`config.mk`:
```
export PLATFORM = sky130hd
export DESIGN_NAME = uart_time_tx_flat
export DESIGN_NICKNAME = d
export VERILOG_FILES = /design/src/rtl/uart_pkg.sv /design/src/rtl/uart_time_tx_if.sv /design/src/rtl/uart_byte_ser.sv /design/src/rtl/uart_time_tx.sv /design/src/flat_wrapper.sv
export SDC_FILE = /design/constraint.sdc
export NUM_CORES = 1
export LEC_CHECK = 0
export CORE_ASPECT_RATIO = 1.25
export CORE_MARGIN = 5
export CORE_UTILIZATION = 50
export CTS_CLUSTER_DIAMETER = 150
export DETAILED_ROUTE_END_ITERATION = 7
export GPL_TIMING_DRIVEN = 1
export PLACE_DENSITY = 0.71
export SETUP_SLACK_MARGIN = 0.05
export SYNTH_ARGS = -nofsm -noshare
export SYNTH_HDL_FRONTEND = slang
export SYNTH_HIERARCHICAL = 1
export SYNTH_SLANG_ARGS = --single-unit
export TNS_END_PERCENT = 20
```
`constraint.sdc`:
```
create_clock -name clk -period 9.8 [get_ports clk]
set_input_delay 1.96 -clock clk [delete_from_list [all_inputs] [get_ports clk]]
set_output_delay 1.96 -clock clk [all_outputs]
set_load 0.1 [all_outputs]
```
`src/rtl/uart_pkg.sv`:
```
// Shared constants, types and helpers for the UART time-line transmitter.
// No logic of its own.
// ASCII codes, character-slot enumeration, snapshot struct, baud divisor.
package uart_pkg;

   localparam logic [7:0] ASCII_COLON = 8'h3A;
   localparam logic [7:0] ASCII_CR    = 8'h0D;
   localparam logic [7:0] ASCII_LF    = 8'h0A;
   localparam logic [7:0] ASCII_QMARK = 8'h3F;
   localparam logic [7:0] ASCII_ZERO  = 8'h30;

   typedef enum logic [3:0] {
      CH_HOUR_T  = 4'd0,
      CH_HOUR_U  = 4'd1,
      CH_COLON0  = 4'd2,
      CH_MIN_T   = 4'd3,
      CH_MIN_U   = 4'd4,
      CH_COLON1  = 4'd5,
      CH_SEC_T   = 4'd6,
      CH_SEC_U   = 4'd7,
      CH_CR      = 4'd8,
      CH_LF      = 4'd9
   } char_idx_t;

   // Only the BCD bits that matter are kept; mode/CH flags are dropped at latch time.
   typedef struct packed {
      logic [5:0] hour;
      logic [7:0] min;
      logic [6:0] sec;
   } time_snap_t;

   function automatic int calc_baud_div(input int clk_freq, input int baud);
      return clk_freq / baud;
   endfunction

   function automatic logic [7:0] bcd_to_ascii(input logic [3:0] n);
      return (n <= 4'd9) ? (ASCII_ZERO + {4'd0, n}) : ASCII_QMARK;
   endfunction

endpackage

```
`src/rtl/uart_time_tx_if.sv`:
```
// Request/status bundle between the time source and the time-line transmitter.
// Pure wiring, no latency.
// start is only honoured while busy is low.
interface uart_time_tx_if;
   logic       start;
   logic [7:0] bcd_hour;
   logic [7:0] bcd_min;
   logic [7:0] bcd_sec;
   logic       uart_tx;
   logic       busy;
   logic       done;

   modport master (output start, bcd_hour, bcd_min, bcd_sec,
                   input  uart_tx, busy, done);
   modport slave  (input  start, bcd_hour, bcd_min, bcd_sec,
                   output uart_tx, busy, done);
endinterface

```
`src/rtl/uart_byte_ser.sv`:
```
// 8N1 byte serialiser: start bit, D0..D7 LSB first, stop bit, BAUD_DIV cycles each.
// Start bit appears on the edge that accepts load_vld.
// load_rdy is high when idle or in the last stop-bit cycle, allowing gapless chaining.
module uart_byte_ser #(
   parameter int BAUD_DIV = 10
) (
   input  logic       clk,
   input  logic       rst_n,
   input  logic       load_vld,
   input  logic [7:0] load_dat,
   output logic       load_rdy,
   output logic       tx,
   output logic       pre_last,
   output logic       last
);

   localparam int CW = (BAUD_DIV > 1) ? $clog2(BAUD_DIV) : 1;
   localparam logic [CW-1:0] CNT_LAST = CW'(BAUD_DIV - 1);
   localparam logic [CW-1:0] CNT_PRE  = CW'(BAUD_DIV - 2);

   logic [CW-1:0] baud_cnt;
   logic [3:0]    bit_cnt;
   logic [7:0]    shreg;
   logic          active;
   logic          bit_end;

   assign bit_end  = (baud_cnt == CNT_LAST);
   assign last     = active && (bit_cnt == 4'd9) && bit_end;
   assign pre_last = active && (bit_cnt == 4'd9) && (baud_cnt == CNT_PRE);
   assign load_rdy = !active || last;

   // bit_cnt: 0 start, 1..8 data, 9 stop
   always_ff @(posedge clk or negedge rst_n) begin
      if (!rst_n) begin
         tx       <= 1'b1;
         active   <= 1'b0;
         baud_cnt <= '0;
         bit_cnt  <= '0;
         shreg    <= '0;
      end else if (load_vld && load_rdy) begin
         tx       <= 1'b0;
         active   <= 1'b1;
         baud_cnt <= '0;
         bit_cnt  <= '0;
         shreg    <= load_dat;
      end else if (active) begin
         if (bit_end) begin
            baud_cnt <= '0;
            if (bit_cnt == 4'd9) begin
               active  <= 1'b0;
               bit_cnt <= '0;
               tx      <= 1'b1;
            end else begin
               bit_cnt <= bit_cnt + 4'd1;
               if (bit_cnt == 4'd8) begin
                  tx <= 1'b1;
               end else begin
                  tx    <= shreg[0];
                  shreg <= {1'b0, shreg[7:1]};
               end
            end
         end else begin
            baud_cnt <= baud_cnt + CW'(1);
         end
      end
   end

endmodule

```
`src/rtl/uart_time_tx.sv`:
```
// Formats a latched BCD time snapshot as "HH:MM:SS\r\n" and sends it 8N1.
// Start bit one cycle after start is accepted; whole line is 100*BAUD_DIV cycles.
// No backpressure: start is ignored while busy; done pulses on the last stop-bit cycle.
module uart_time_tx
   import uart_pkg::*;
#(
   parameter int CLK_FREQ = 50_000_000,
   parameter int BAUD     = 9600,
   parameter int BAUD_DIV = calc_baud_div(CLK_FREQ, BAUD)
) (
   input  logic          clk,
   input  logic          rst_n,
   uart_time_tx_if.slave bus
);

   typedef enum logic [1:0] {ST_IDLE, ST_LOAD, ST_SHIFT} state_t;

   state_t     state;
   char_idx_t  idx;
   char_idx_t  sel_idx;
   time_snap_t snap;
   logic [7:0] sel_char;
   logic       busy_q;
   logic       done_q;
   logic       ser_vld;
   logic       ser_rdy;
   logic       ser_pre_last;
   logic       ser_last;
   logic       ser_tx;
   logic       unused_bits;

   assign unused_bits = ^{bus.bcd_hour[7:6], bus.bcd_sec[7]};

   // The next char is selected during the final stop-bit cycle so it chains without a gap.
   always_comb begin
      sel_idx  = (state == ST_LOAD) ? CH_HOUR_T : char_idx_t'(idx + 4'd1);
      sel_char = ASCII_LF;
      case (sel_idx)
         CH_HOUR_T: sel_char = bcd_to_ascii({2'b00, snap.hour[5:4]});
         CH_HOUR_U: sel_char = bcd_to_ascii(snap.hour[3:0]);
         CH_COLON0: sel_char = ASCII_COLON;
         CH_MIN_T:  sel_char = bcd_to_ascii(snap.min[7:4]);
         CH_MIN_U:  sel_char = bcd_to_ascii(snap.min[3:0]);
         CH_COLON1: sel_char = ASCII_COLON;
         CH_SEC_T:  sel_char = bcd_to_ascii({1'b0, snap.sec[6:4]});
         CH_SEC_U:  sel_char = bcd_to_ascii(snap.sec[3:0]);
         CH_CR:     sel_char = ASCII_CR;
         default:   sel_char = ASCII_LF;
      endcase
   end

   assign ser_vld = ser_rdy && ((state == ST_LOAD) ||
                    ((state == ST_SHIFT) && ser_last && (idx != CH_LF)));

   always_ff @(posedge clk or negedge rst_n) begin
      if (!rst_n) begin
         state  <= ST_IDLE;
         idx    <= CH_HOUR_T;
         snap   <= '0;
         busy_q <= 1'b0;
         done_q <= 1'b0;
      end else begin
         done_q <= (state == ST_SHIFT) && (idx == CH_LF) && ser_pre_last;
         case (state)
            ST_IDLE: begin
               if (bus.start) begin
                  snap  <= '{hour: bus.bcd_hour[5:0], min: bus.bcd_min, sec: bus.bcd_sec[6:0]};
                  state <= ST_LOAD;
               end
            end
            ST_LOAD: begin
               state  <= ST_SHIFT;
               busy_q <= 1'b1;
               idx    <= CH_HOUR_T;
            end
            ST_SHIFT: begin
               if (ser_last) begin
                  if (idx == CH_LF) begin
                     state  <= ST_IDLE;
                     busy_q <= 1'b0;
                     idx    <= CH_HOUR_T;
                  end else begin
                     idx <= char_idx_t'(idx + 4'd1);
                  end
               end
            end
            default: state <= ST_IDLE;
         endcase
      end
   end

   uart_byte_ser #(.BAUD_DIV(BAUD_DIV)) u_ser (
      .clk      (clk),
      .rst_n    (rst_n),
      .load_vld (ser_vld),
      .load_dat (sel_char),
      .load_rdy (ser_rdy),
      .tx       (ser_tx),
      .pre_last (ser_pre_last),
      .last     (ser_last)
   );

   assign bus.uart_tx = ser_tx;
   assign bus.busy    = busy_q;
   assign bus.done    = done_q;

endmodule

```
`src/flat_wrapper.sv`:
```
// flat-port wrapper written by rule: the top's interface ports become plain ports
module uart_time_tx_flat import uart_pkg::*;
#(
   parameter int CLK_FREQ = 50_000_000,
   parameter int BAUD     = 9600,
   parameter int BAUD_DIV = calc_baud_div(CLK_FREQ, BAUD)
)
  (clk, rst_n, bus_start, bus_bcd_hour, bus_bcd_min, bus_bcd_sec, bus_uart_tx, bus_busy, bus_done);
  uart_time_tx_if bus_i ();
  input  logic clk;
  input  logic rst_n;
  input wire logic [$bits(bus_i.start)-1:0] bus_start;
  input wire logic [$bits(bus_i.bcd_hour)-1:0] bus_bcd_hour;
  input wire logic [$bits(bus_i.bcd_min)-1:0] bus_bcd_min;
  input wire logic [$bits(bus_i.bcd_sec)-1:0] bus_bcd_sec;
  output wire logic [$bits(bus_i.uart_tx)-1:0] bus_uart_tx;
  output wire logic [$bits(bus_i.busy)-1:0] bus_busy;
  output wire logic [$bits(bus_i.done)-1:0] bus_done;
  assign bus_i.start = bus_start;
  assign bus_i.bcd_hour = bus_bcd_hour;
  assign bus_i.bcd_min = bus_bcd_min;
  assign bus_i.bcd_sec = bus_bcd_sec;
  assign bus_uart_tx = bus_i.uart_tx;
  assign bus_busy = bus_i.busy;
  assign bus_done = bus_i.done;
  uart_time_tx #(.CLK_FREQ(CLK_FREQ), .BAUD(BAUD), .BAUD_DIV(BAUD_DIV)) u_core (.clk(clk), .rst_n(rst_n), .bus(bus_i));
endmodule
```
==> impl_metrics.py <==
metrics = {
    "power_and_ir_drop": {
        "max-vdd-ir-drop_v": 0.000124,
        "power_leakage_nw": 1.49,
        "report.power.total_mw": 0.795,
        "power_per_cell_area_nw_per_um2": 221,
    },
    "placed_design": {
        "placed_cells": 417,
        "estimated_wirelength_of_the_detail_placed_design_mm": 4.45,
        "place_congestion": 0.834,
        "dpl-instance-area_um2": 3500,
        "post-place-ws_ns": 5.62,
        "buffer_ports.inserted": 26,
    },
    "setup_path": {
        "delay_contributed_by_the_slowest_stage_of_the_critical_path_ns": 0.72,
        "start_kind": "flop",
        "worst-r2r-cell-count": 10,
        "crit_slowest_cell": "nor4_1",
        "crit_arrival_ns": 4.39,
        "critical_path.startpoint": "u_core/u_ser/baud_cnt[8]",
        "timing_worst_setup_path_type": "flop to flop",
        "timing.reg2reg.setup_slack_ns": 5.61,
        "crit-reg2reg-capture": "u_core/u_ser/shreg[5]",
        "worst_r2r_startpoint": "u_core/u_ser/baud_cnt[8]",
        "critical_path_peak_fanout": 18,
        "critPathCaptureType": "flop",
        "worstPathRequired_ns": 10.00,
        "critical_path.endpoint": "u_core/u_ser/shreg[5]",
        "crit_chain": "or4b_4 -> or3_2 -> nor4_1 -> nand3b_4 -> a21boi_0 -> buf_4 -> nand4bb_1 -> or4_1 -> a32o_1 -> mux2_4",
    },
    "sta": {
        "final.setup_skew_ns": 0.00587,
        "fin_setup_tns_ns": 0,
        "hold-worst-slack_ns": 0.514,
        "worst_slew_pin_slew_ns": 1.09,
        "final_max_slew_viol_count": 0,
        "fmax_ghz": 0.238,
        "slew_headroom": 0.267,
        "post-route-worst-setup-slack_ns": 5.61,
        "final_min_period_over_clock_period": 0.428,
        "setup-violations-final": 0,
        "hold_viol": 0,
        "rsz0062_at_grt": "no",
        "post-route-min-period_ns": 4.19,
    },
    "drt": {
        "routed_length_per_instance_um": 14.6,
        "dr_vias": 2397,
        "drt_wl_total_mm": 6.21,
        "drc_errors": 0,
        "first_iter_violations": 97,
        "antenna_viol_nets_final": 0,
        "vias_per_cell": 5.64,
        "drt_first_pass_iters": 5,
    },
    "run_status": {
        "status": "finished clean",
    },
    "clock_tree": {
        "number_of_buffers_added_by_the_clock_tree_synthesis_step": 5,
        "post-cts-setup-buffers": 0,
        "ctsRootBufferMaster": "clkbuf_8",
        "htree_num_levels": 2,
        "cts_tree": "built",
        "path_clk_slew_ns": 0.10,
        "postCtsHoldBufs": 0,
        "clock_insertion_delay_worst_skew_ns": 0.31,
        "cts.sinks": 56,
        "postCtsResizedCells": 0,
        "cts.path.max_buffers": 2,
    },
    "grt": {
        "initial_antenna_violation_count": 0,
        "grt_max_degree": 57,
        "global_route.overflow_total": 0,
        "global_route_wire_length_before_repair_mm": 10.7,
        "vias_in_the_first_global_route": 2380,
        "grt_usage": 0.163,
    },
    "floorplanning": {
        "num_rows": 32,
        "fp.dieArea_um2": 8090,
        "floorplan.die.height_um": 99.3,
        "placeableCoreArea_um2": 6210,
        "num_io_pins": 30,
        "die-width_um": 81.5,
        "initial_core_util": 0.514,
    },
    "final_layout": {
        "n_antenna_cell": 0,
        "multi_input_comb_area_um2": 1610,
        "fin_nets": 373,
        "area_growth_syn_to_layout_pct": 12.6,
        "num-fill-cells": 561,
        "layout_cell_share_with_drive_strength_beyond_1": 0.135,
        "finalInstanceArea_um2": 3590,
        "ff_latch_area_um2": 1400,
        "layout_common_cells": "dfrtp_1, inv_1, clkdlybuf4s50_1, nand2_1",
        "most_frequent_standard_cell_in_the_layout_excluding_fill_and_tap_cells": "dfrtp_1",
        "post-route-util": 0.579,
        "post_layout_nonfiller_instances": 425,
    },
    "synthesis": {
        "synth_sequential_area_ratio": 0.439,
        "syn_inst": 316,
        "proportion_of_register_bits_with_asynchronous_set_or_reset_after_synthesis": 1.00,
        "netlist.top_cell.by_area": "dfrtp_1",
        "synth_edf_count": 0,
        "most_area_consuming_cells_after_synthesis": "dfrtp_1, mux2_2, xnor2_1, inv_1, ha_1",
        "synth_top_area_share": 0.431,
        "synth.ff_latch_count": 56,
        "synth_area_per_cell_um2": 10.1,
        "synth_cell_types": 70,
        "synth_top_flop_cell": "dfrtp_1",
        "synth.yosys.warnings": 6,
        "post_synth_instance_area_um2": 3190,
    },
    "flow_run": {
        "timing.max_cap.violations": 0,
    },
    "min_path": {
        "hold_path.class": "flop to flop",
    },
}
-- cell families (layout without fill, tap and decap cells) --
logic type,count (synthesis),after routing,synth area share
compound gates,80,80,0.176
xor+xnor,15,15,0.0435
fa+ha+maj,7,7,0.0274
buf+inv,41,64,0.0588
flops,56,56,0.439
mux,26,26,0.0917
other cells,1,2,0.00117
simple gates,90,90,0.162
-- sequential cells by signal, indices dropped and copies added (netlist names) --
name,cells
u_core/snap,21
u_core/u_ser/baud_cnt,13
u_core/u_ser/shreg,8
u_core/idx,4
u_core/u_ser/bit_cnt,4
u_core/state,2
u_core/bus.busy,1
u_core/bus.done,1
u_core/u_ser/active,1
u_core/u_ser/tx,1
-- power breakdown --
part           switching [mW]  leakage, nW  internal, mW
combinational           0.145        0.731         0.140
sequential             0.0704        0.712         0.307
clock                  0.0746       0.0434        0.0574
-- critical path, delay by kind of cell (launching register included) --
family                 cells  cell delay [ns]
AO/OA/AOI/OAI              2             0.53
buffers and inverters      1             0.24
flip-flops                 1             0.45
multiplexers               1             0.25
AND/OR/NAND/NOR            6             2.62
-- how the worst min path moves through the flow --
stage | startpoint | to | cells past startpoint
global route | u_core/snap[15] | u_core/snap[15] | 1
CTS | u_core/snap[15] | u_core/snap[15] | 1
global placement | u_core/u_ser/shreg[7] | u_core/u_ser/shreg[7] | 1
floorplan | u_core/u_ser/shreg[7] | u_core/u_ser/shreg[7] | 1
finish | u_core/snap[15] | u_core/snap[15] | 1
detailed placement | u_core/u_ser/shreg[5] | u_core/u_ser/shreg[5] | 1
-- cell usage after synthesis (all sizes together), types with 4 or more instances --
master  instances
dfrtp          55
inv            26
nand2          22
mux2           20
nor2           18
a21oi          17
o21ai          15
xnor2          13
buf            10
and2            7
ha              7
a211oi          6
mux2i           6
nor4            6
a32oi           5
clkbuf          5
nand3           5
nor3            5
a32o            4
o211ai          4
o22ai           4
-- layout make-up --
class	count	share of cell area
Clock buffer	6	0.0230
Clock inverter	2	0.00418
Inverter	26	0.0271
Multi-Input combinational cell	220	0.447
Sequential cell	56	0.390
Tap cell	85	0.0296
Timing Repair Buffer	30	0.0794
-- layer usage --
metal  up-vias  GRT usage  share of wire
li1       1181          -              -
met1      1168      0.196           0.43
met2        42      0.282           0.52
met3         6     0.0371          0.037
met4         0     0.0533          0.013
met5         -          0              0
Power figures use the tool's default switching activity.
